[src/rtl/kmeans_pkg.sv]
// Shared definitions for the k-means cluster-assignment datapath.
package kmeans_pkg;

  localparam int unsigned CW_DEF = 10;
  localparam int unsigned DW_DEF = 32;

  typedef enum logic [1:0] {
    ST_IDLE  = 2'd0,
    ST_ISSUE = 2'd1,
    ST_DRAIN = 2'd2,
    ST_DONE  = 2'd3
  } state_t;

  // Distance as returned by the distance unit: Q is the more significant part.
  typedef struct packed {
    logic [DW_DEF-1:0] q;
    logic [DW_DEF-1:0] r;
  } dist_t;

endpackage

[src/rtl/centroid_regfile.sv]
// K-entry centroid table: one write port, one combinational read port.
module centroid_regfile #(
  parameter int unsigned K  = 4,
  parameter int unsigned CW = 10,
  parameter int unsigned IW = 2
) (
  input  logic          clk,
  input  logic          rst_n,
  input  logic          we,
  input  logic [IW-1:0] wa,
  input  logic [CW-1:0] wx,
  input  logic [CW-1:0] wy,
  input  logic [IW-1:0] ra,
  output logic [CW-1:0] rx,
  output logic [CW-1:0] ry
);

  logic [2*CW-1:0] mem [K];

  // Table storage; addresses beyond K-1 never match an entry and are dropped.
  always_ff @(posedge clk or negedge rst_n) begin
    if (!rst_n) begin
      for (int unsigned i = 0; i < K; i++) mem[i] <= '0;
    end else begin
      for (int unsigned i = 0; i < K; i++) begin
        if (we && (wa == IW'(i))) mem[i] <= {wx, wy};
      end
    end
  end

  // Read mux written as a match loop so an out-of-range index reads zero.
  always_comb begin
    rx = '0;
    ry = '0;
    for (int unsigned i = 0; i < K; i++) begin
      if (ra == IW'(i)) begin
        rx = mem[i][2*CW-1:CW];
        ry = mem[i][CW-1:0];
      end
    end
  end

endmodule

[src/rtl/nearest_centroid_select.sv]
// Streams a point against every centroid through the external distance unit
// and reports the index and distance of the nearest one.
module nearest_centroid_select
  import kmeans_pkg::*;
#(
  parameter int unsigned K        = 4,
  parameter int unsigned CW       = CW_DEF,
  parameter int unsigned DW       = DW_DEF,
  parameter int unsigned DIST_LAT = 2,
  localparam int unsigned IW      = $clog2(K)
) (
  input  logic          select_clk,
  input  logic          select_rst,
  input  logic          select_cent_we,
  input  logic [IW-1:0] select_cent_wa,
  input  logic [CW-1:0] select_cent_x,
  input  logic [CW-1:0] select_cent_y,
  input  logic          select_pt_valid,
  output logic          select_pt_ready,
  input  logic [CW-1:0] select_pt_x,
  input  logic [CW-1:0] select_pt_y,
  output logic [CW-1:0] select_X1,
  output logic [CW-1:0] select_Y1,
  output logic [CW-1:0] select_X2,
  output logic [CW-1:0] select_Y2,
  input  logic [DW-1:0] select_dist_q,
  input  logic [DW-1:0] select_dist_r,
  output logic          select_res_valid,
  input  logic          select_res_ready,
  output logic [IW-1:0] select_res_idx,
  output logic [DW-1:0] select_res_q,
  output logic [DW-1:0] select_res_r
);

  localparam state_t AFTER_ISSUE = (DIST_LAT == 0) ? ST_DONE : ST_DRAIN;

  state_t        state, state_nxt;
  logic [IW-1:0] k;
  logic [CW-1:0] pt_x, pt_y;
  logic [CW-1:0] x1_hold, y1_hold, x2_hold, y2_hold;
  logic [CW-1:0] cent_x, cent_y;
  logic          issuing, accept, last_issue;
  logic          exit_valid, take;
  logic [IW-1:0] exit_idx;
  logic [IW-1:0] best_idx;
  logic [DW-1:0] best_q, best_r;
  logic [2*DW-1:0] cand;

  assign issuing    = (state == ST_ISSUE);
  assign accept     = (state == ST_IDLE) && select_pt_valid;
  assign last_issue = issuing && (k == IW'(K - 1));

  // Ready is gated by reset so nothing is offered while reset is held.
  assign select_pt_ready = (state == ST_IDLE) && select_rst;

  centroid_regfile #(
    .K  (K),
    .CW (CW),
    .IW (IW)
  ) u_regfile (
    .clk   (select_clk),
    .rst_n (select_rst),
    .we    (select_cent_we && (state == ST_IDLE)),
    .wa    (select_cent_wa),
    .wx    (select_cent_x),
    .wy    (select_cent_y),
    .ra    (k),
    .rx    (cent_x),
    .ry    (cent_y)
  );

  // State register.
  always_ff @(posedge select_clk or negedge select_rst) begin
    if (!select_rst) state <= ST_IDLE;
    else             state <= state_nxt;
  end

  // Next-state logic.
  always_comb begin
    state_nxt = state;
    case (state)
      ST_IDLE:  if (accept) state_nxt = ST_ISSUE;
      ST_ISSUE: if (last_issue) state_nxt = AFTER_ISSUE;
      ST_DRAIN: if (exit_valid && (exit_idx == IW'(K - 1))) state_nxt = ST_DONE;
      ST_DONE:  if (select_res_ready) state_nxt = ST_IDLE;
      default:  state_nxt = ST_IDLE;
    endcase
  end

  // Point latch and centroid counter.
  always_ff @(posedge select_clk or negedge select_rst) begin
    if (!select_rst) begin
      pt_x <= '0;
      pt_y <= '0;
      k    <= '0;
    end else if (accept) begin
      pt_x <= select_pt_x;
      pt_y <= select_pt_y;
      k    <= '0;
    end else if (issuing) begin
      k <= k + IW'(1);
    end
  end

  // X/Y drive the live point/centroid during ISSUE, and replay the last
  // issued pair from these holding registers in every other state. Driving
  // the centroid combinationally is what lets a write in the accept cycle
  // reach the first issue cycle.
  always_ff @(posedge select_clk or negedge select_rst) begin
    if (!select_rst) begin
      x1_hold <= '0;
      y1_hold <= '0;
      x2_hold <= '0;
      y2_hold <= '0;
    end else if (issuing) begin
      x1_hold <= pt_x;
      y1_hold <= pt_y;
      x2_hold <= cent_x;
      y2_hold <= cent_y;
    end
  end

  assign select_X1 = issuing ? pt_x   : x1_hold;
  assign select_Y1 = issuing ? pt_y   : y1_hold;
  assign select_X2 = issuing ? cent_x : x2_hold;
  assign select_Y2 = issuing ? cent_y : y2_hold;

  // Tag pipeline aligning each centroid index with its returned distance.
  if (DIST_LAT == 0) begin : g_no_lat
    assign exit_valid = issuing;
    assign exit_idx   = k;
  end else begin : g_lat
    logic [DIST_LAT-1:0] tag_v;
    logic [IW-1:0]       tag_i [DIST_LAT];

    // Shift the (valid, index) tag one stage per cycle.
    always_ff @(posedge select_clk or negedge select_rst) begin
      if (!select_rst) begin
        tag_v <= '0;
        for (int unsigned i = 0; i < DIST_LAT; i++) tag_i[i] <= '0;
      end else begin
        tag_v[0] <= issuing;
        tag_i[0] <= k;
        for (int unsigned i = 1; i < DIST_LAT; i++) begin
          tag_v[i] <= tag_v[i-1];
          tag_i[i] <= tag_i[i-1];
        end
      end
    end

    assign exit_valid = tag_v[DIST_LAT-1];
    assign exit_idx   = tag_i[DIST_LAT-1];
  end

  // Q is the more significant half, so one wide unsigned compare orders {Q,R}.
  assign cand = {select_dist_q, select_dist_r};
  assign take = exit_valid &&
                ((exit_idx == '0) || (cand < {best_q, best_r}));

  // Best-so-far register; strict less-than keeps the lowest index on ties.
  always_ff @(posedge select_clk or negedge select_rst) begin
    if (!select_rst) begin
      best_idx <= '0;
      best_q   <= '0;
      best_r   <= '0;
    end else if (take) begin
      best_idx <= exit_idx;
      best_q   <= select_dist_q;
      best_r   <= select_dist_r;
    end
  end

  assign select_res_valid = (state == ST_DONE);
  assign select_res_idx   = best_idx;
  assign select_res_q     = best_q;
  assign select_res_r     = best_r;

endmodule

[config.mk]
export PLATFORM = sky130hd
export DESIGN_NAME = nearest_centroid_select
export DESIGN_NICKNAME = d
export VERILOG_FILES = /design/src/rtl/kmeans_pkg.sv /design/src/rtl/centroid_regfile.sv /design/src/rtl/nearest_centroid_select.sv
export SDC_FILE = /design/constraint.sdc
export NUM_CORES = 1
export LEC_CHECK = 0
export ABC_AREA = 1
export BUFFER_PORTS_ARGS = -buffer_cell sky130_fd_sc_hd__buf_2
export CAP_MARGIN = 5
export CORE_UTILIZATION = 26
export DETAILED_ROUTE_END_ITERATION = 10
export PLACE_DENSITY = 0.49
export SLEW_MARGIN = 20
export SYNTH_ARGS = -nofsm -noshare
export SYNTH_HDL_FRONTEND = slang
export SYNTH_SLANG_ARGS = --single-unit
[constraint.sdc]
create_clock -name select_clk -period 2.5 [get_ports select_clk]
set_input_delay 0.625 -clock select_clk [delete_from_list [all_inputs] [get_ports select_clk]]
set_output_delay 0.625 -clock select_clk [all_outputs]
set_load 0.01 [all_outputs]
After elaboration in Yosys (flattened, before gate mapping):

Cells that the tools add are included.

* $add $sub $neg: 1
* multiply operators: 0
* divide/modulo/power cells: 0
* magnitude comparators: 1
* equal/unequal tests: 14
* shift-type cells: 0
* multiplexer cells: 19
* bitwise logic cells: 0
* reductions and logical operators: 17

Operator list (count)
* two-way mux 10 bit: 12
* less-than comparator 64 bit: 1
* == test 2 bit (second input constant): 7
* two-way mux 2 bit: 6
* logical AND 1 bit: 10
* zero test 2 bit: 4
* one-hot mux 2 bit (4 select lines): 1
* == test 2 x 1 -> 1 bit (second input constant): 3
* inequality test 2 x 1 -> 1 bit (second input constant): 2
* inequality test 2 bit (second input constant): 2
* AND reduction 4 bit: 1
* adder 2 x 1 -> 2 bit (second input constant): 1
* nonzero test 2 bit: 1
* logical OR 1 bit: 1

* bits in registers: 216
* bits in latches: 0
* bits in writable memories: 0
* ROM bits: 0
* output and inout port bits: 108
* word-level logic and storage cells: 70
* memories: 0

Longest topological paths before layout:

* depth after elaboration: 6
* depth in mapped cells: 20

Modules after synthesis:

A second synthesis with hierarchy kept.

* cells, all modules: 1243
* area total of the unflattened synthesis: 10397.5 um2

By module, submodules not included
* nearest_centroid_select: instances 1, cells each 843, area an instance 6925.4 um2, seq. area each 3403.3 um2
* centroid_regfile: instances 1, cells each 400, area an instance 3472.1 um2, seq. area each 2001.9 um2

Least setup slack after synthesis:

Ideal clock, no wire load.

* kind: register to output
* start point: register state[1]
* end point: output select_X2[0]
* arrival: 1.688 ns
* data required time: 1.875 ns
* path slack: 0.187 ns
* stages on the path, launching flop included: 7
* path through: dfrtp_1 -> inv_1 -> ha_1 -> clkinv_1 -> or2_2 -> clkbuf_1 -> o221ai_1

* longest elaborated chain between the ends: 2

RTL lines
* start: declaration: RTL line nearest_centroid_select.sv:37 `state_t state, state_nxt;`
* start signal: assignment: RTL line nearest_centroid_select.sv:75 `else state <= state_nxt;`
* == test 2 x 1 -> 1 bit: RTL line nearest_centroid_select.sv:49 `assign issuing = (state == ST_ISSUE);`
* named net issuing: RTL line nearest_centroid_select.sv:42 `logic issuing, accept, last_issue;`
* two-way mux 10 bit
* end: declaration: RTL line nearest_centroid_select.sv:24 `output logic [CW-1:0] select_X2,`

The timed path passes the listed nets, and every way through them passes these cells.

Worst setup path after layout:

* start point: register k[1]
* end point: output select_Y2[4]

* longest elaborated chain between the ends: 6
* elaborated cells between the ends (all ways): 9
* those cells by class: eq/ne (3); mux (5); reduce/logical (1)

RTL lines
* start: declaration: RTL line nearest_centroid_select.sv:38 `logic [IW-1:0] k;`
* start signal: assignment: RTL line nearest_centroid_select.sv:101 `k <= k + IW'(1);`
* zero test 2 bit: RTL line centroid_regfile.sv:36 `if (ra == IW'(i)) begin`
* two-way mux 10 bit (3 in series): RTL line centroid_regfile.sv:36
* two-way mux 10 bit *: RTL line centroid_regfile.sv:36
* two-way mux 10 bit *
* end: declaration: RTL line nearest_centroid_select.sv:25 `output logic [CW-1:0] select_Y2,`

Every way passes the cells marked *; elsewhere a longest branch is shown, timed or not.

==> results.tsv <==
stage	metric	value	unit
die	die area	40700	um2
status	outcome	finished with violations	
final_layout	fill count	4017	
clock_tree	Sink Count	216	
clock_tree	H-tree depth	1	
timing	slew margin rel.	0.447	
timing	final hold violation count	0	
clock_tree	CTS buffer count	27	
timing	Final WS setup	-0.242	ns
grt	initial antenna violation count	0	
timing	Final setup violation count	20	
synthesis	syn nets	1406	
die	Initial Util	0.266	
synthesis	Synth top area share	0.521	
power	VDD IR max	0.722	mV
synthesis	ranking of synthesized cells by area	dfrtp_1, nand2_1, ha_1	
worst_setup_path	Buf/Inv on CP	3	
drt	ANT nets after route	0	
worst_setup_path	crit-path cells	buf_6, ha_2, or2_4, buf_12, o221ai_4, buf_2	
placed_design	Place WS	-0.132	ns
drt	WL/cell	15.6	um
synthesis	mux contribution to synthesized area	0	
drt	via count	8975	
die	die width	202	um
synthesis	Yosys cell types	25	
synthesis	Avg Synthesized Cell Area	8.49	um2
drt	drt pass-1 iters	5	
die	Ports	219	
worst_setup_path	CP Data Required Time	1.88	ns
drt	WL final	31500	um
final_layout	layout cells sized above 1	0.264	
timing	Final Slew Violations	0	
placed_design	placed standard-cell area	12300	um2
synthesis	xor/xnor share of the synthesized area	0	
synthesis	compound-gate portion of the synthesized area	0.102	
die	Row Count	72	
placed_design	DP Wirelength	20400	um
timing	Period minus WS final	2.74	ns
drt	Avg Vias per Cell	4.46	
grt	vias in the first global route	8857	
power	Pwr Density	1360	nW/um2
final_layout	# nets final	1658	
worst_setup_path	WS Path Type	reg -> out	
drt	Starting DRT DRC Count	478	
power	P_leak	7.35	nW
synthesis	most frequent cell after synthesis	nand2_1	
synthesis	Post-synth EDFFs	0	
clock_tree	clk slew on worst S/H paths	0.06	ns
worst_setup_path	Data arrival, critical path	2.12	ns
timing	Worst-Margin Slew	0.830	ns
worst_setup_path	crit-path max cell delay	0.44	ns
drt	DRC Markers	0	
clock_tree	CTS tree	done	
final_layout	Final Instance Area	14100	um2
clock_tree	Clock Latency Late Sink	0.56	ns
synthesis	Seq cells post-synth	216	
synthesis	post-synth top area cell	dfrtp_1	
placed_design	final RePlAce weighted congestion	0.836	
grt	all-layer global routing usage	0.151	
final_layout	Synth-to-Final Area Change	35.9	%
clock_tree	Root Buffer	clkbuf_16	
power	total power draw	19.2	mW
timing	Post-Route Setup TNS	-4.14	ns
grt	first-pass GRT wire length	49400	um
die	core area	39000	um2
synthesis	Synth top cells by count	nand2_1, dfrtp_1, inv_1, o21ai_0, nand3_1	
timing	Achievable Freq	365	MHz
synthesis	register area share after synthesis	0.521	
worst_setup_path	critical path fanouts, max	12	
worst_setup_path	Crit-path slowest cell	dfrtp_2	
run	max_cap viols	0	
synthesis	main combinational cell family by area after synthesis	simple AND/OR/NAND/NOR gates	
synthesis	top_reg_cell synth	dfrtp_1	
synthesis	Syn Inst Count	1223	
placed_design	number of port buffers	218	
synthesis	Synth Area in Adders	0.0868	
grt	pin count of the biggest net entering global routing	134	
timing	clk_skew	0.0234	ns
status	failing checks	negative setup slack	
worst_setup_path	CP endpoint kind	output port	
synthesis	Post-Synth Simple-Gate Area	0.213	
synthesis	synthesized cell area	10400	um2
hold_path	Hold Path Class	in -> reg	
die	Chip Height	202	um
final_layout	ant diodes	0	
grt	gr ovfl total	0	
worst_setup_path	crit start category	flop	
worst_setup_path	family with the most delay on the worst path	buffers and inverters	
clock_tree	Clock Path Buffers	3	
timing	RSZ-0062 raised after global routing	true	
timing	part of the cycle the worst path needs	1.10	
synthesis	Async SR Flop Fraction	1.00	
synthesis	Ys Warns	0	
-- layer usage --
layer	wire length (um)	GRT usage
met1	14600	0.207
met2	14700	0.247
met3	1520	0.0263
met4	651	0.0335
met5	0	0
-- through the flow --
| stage | hold slack (ns) | util | cells |
|---|---|---|---|
| floorplan | 0.329 | - | 1223 |
| finish | 0.251 | 0.362 | 2012 |
| detailed placement | 0.336 | 0.315 | 1945 |
| global route | 0.233 | 0.362 | 2012 |
| CTS | 0.213 | 0.351 | 2002 |
| global placement | 0.337 | 0.315 | 1945 |
-- path summary, 6_finish.rpt --
check	to	cells after the start	startpoint	slack (ns)
max	select_Y2[4]	6	k[1]$_DFFE_PN0P_	-0.24
min	pt_y[1]$_DFFE_PN0P_	3	select_pt_y[1]	0.25
max reg2reg	select_res_q[18]$_DFFE_PN0P_	15	select_res_r[31]$_DFFE_PN0P_	0.27
min reg2reg	g_lat.tag_v[1]$_DFF_PN0_	0	g_lat.tag_v[0]$_DFF_PN0_	0.35
max in group asynchronous	k[0]$_DFFE_PN0P_	3	select_rst	0.87
min in group asynchronous	select_res_q[12]$_DFFE_PN0P_	2	select_rst	0.52
-- cell type report --
type / count / area, um2 / share of cell area
clock buffers: 39 / 771 / 0.0546
well taps: 518 / 648 / 0.0459
flip-flops and latches: 216 / 5410 / 0.383
multi-input cells: 814 / 4710 / 0.334
repair buffers: 284 / 1970 / 0.140
clock inverters: 9 / 92.6 / 0.00656
inverters: 132 / 505 / 0.0358
-- state kept, by name, indices dropped and copies added (netlist names) --
register	flops
y2_hold	10
x1_hold	10
g_lat.tag_v	2
exit_idx	2
y1_hold	10
pt_x	10
pt_y	10
g_lat.tag_i	2
select_res_r	32
select_res_idx	2
k	2
u_regfile.mem	80
select_res_q	32
state	2
x2_hold	10
-- cells in the final DEF (no fill, tap or decap), types with 15 or more instances in the layout --
cell and instances:
ha_1 66, dfrtp_1 213, a21oi_1 49, buf_6 18, buf_4 38, nand2_1 418, nand3_1 93, clkbuf_16 31
buf_2 205, o21ai_2 15, o21ai_0 94, o221ai_4 19, inv_1 125
-- cells by family (layout without fill, tap and decap cells) --
| logic type | after synthesis | in the layout |
|---|---|---|
| AO/OA/AOI/OAI | 195 | 195 |
| adder cells (fa/ha/maj) | 72 | 72 |
| AND/OR/NAND/NOR | 547 | 547 |
| flip-flops | 216 | 216 |
| buffers and inverters | 193 | 464 |
-- where the power goes --
group          internal [mW]  switching, mW
clock                   2.24           1.60
sequential              5.16          0.936
combinational           3.86           5.38
total                   11.3           7.91
-- worst register-to-register path, delay by kind of cell (launching register included) --
kind,cells,cell delay [ns]
buffers and inverters,2,0.25
and+or+nand+nor,12,1.26
DFF,1,0.38
adders and majority gates,1,0.28
-- timing repair --
item,4_1_cts,5_1_grt
gates cloned,2,5
endpoints found under the setup margin,40,52
resized for setup,102,52
pin swaps,5,10
hold buffers,1,0
buffers inserted,6,5
endpoints found under the hold margin,23,0
Note: power is estimated with default switching activity, not from simulation.
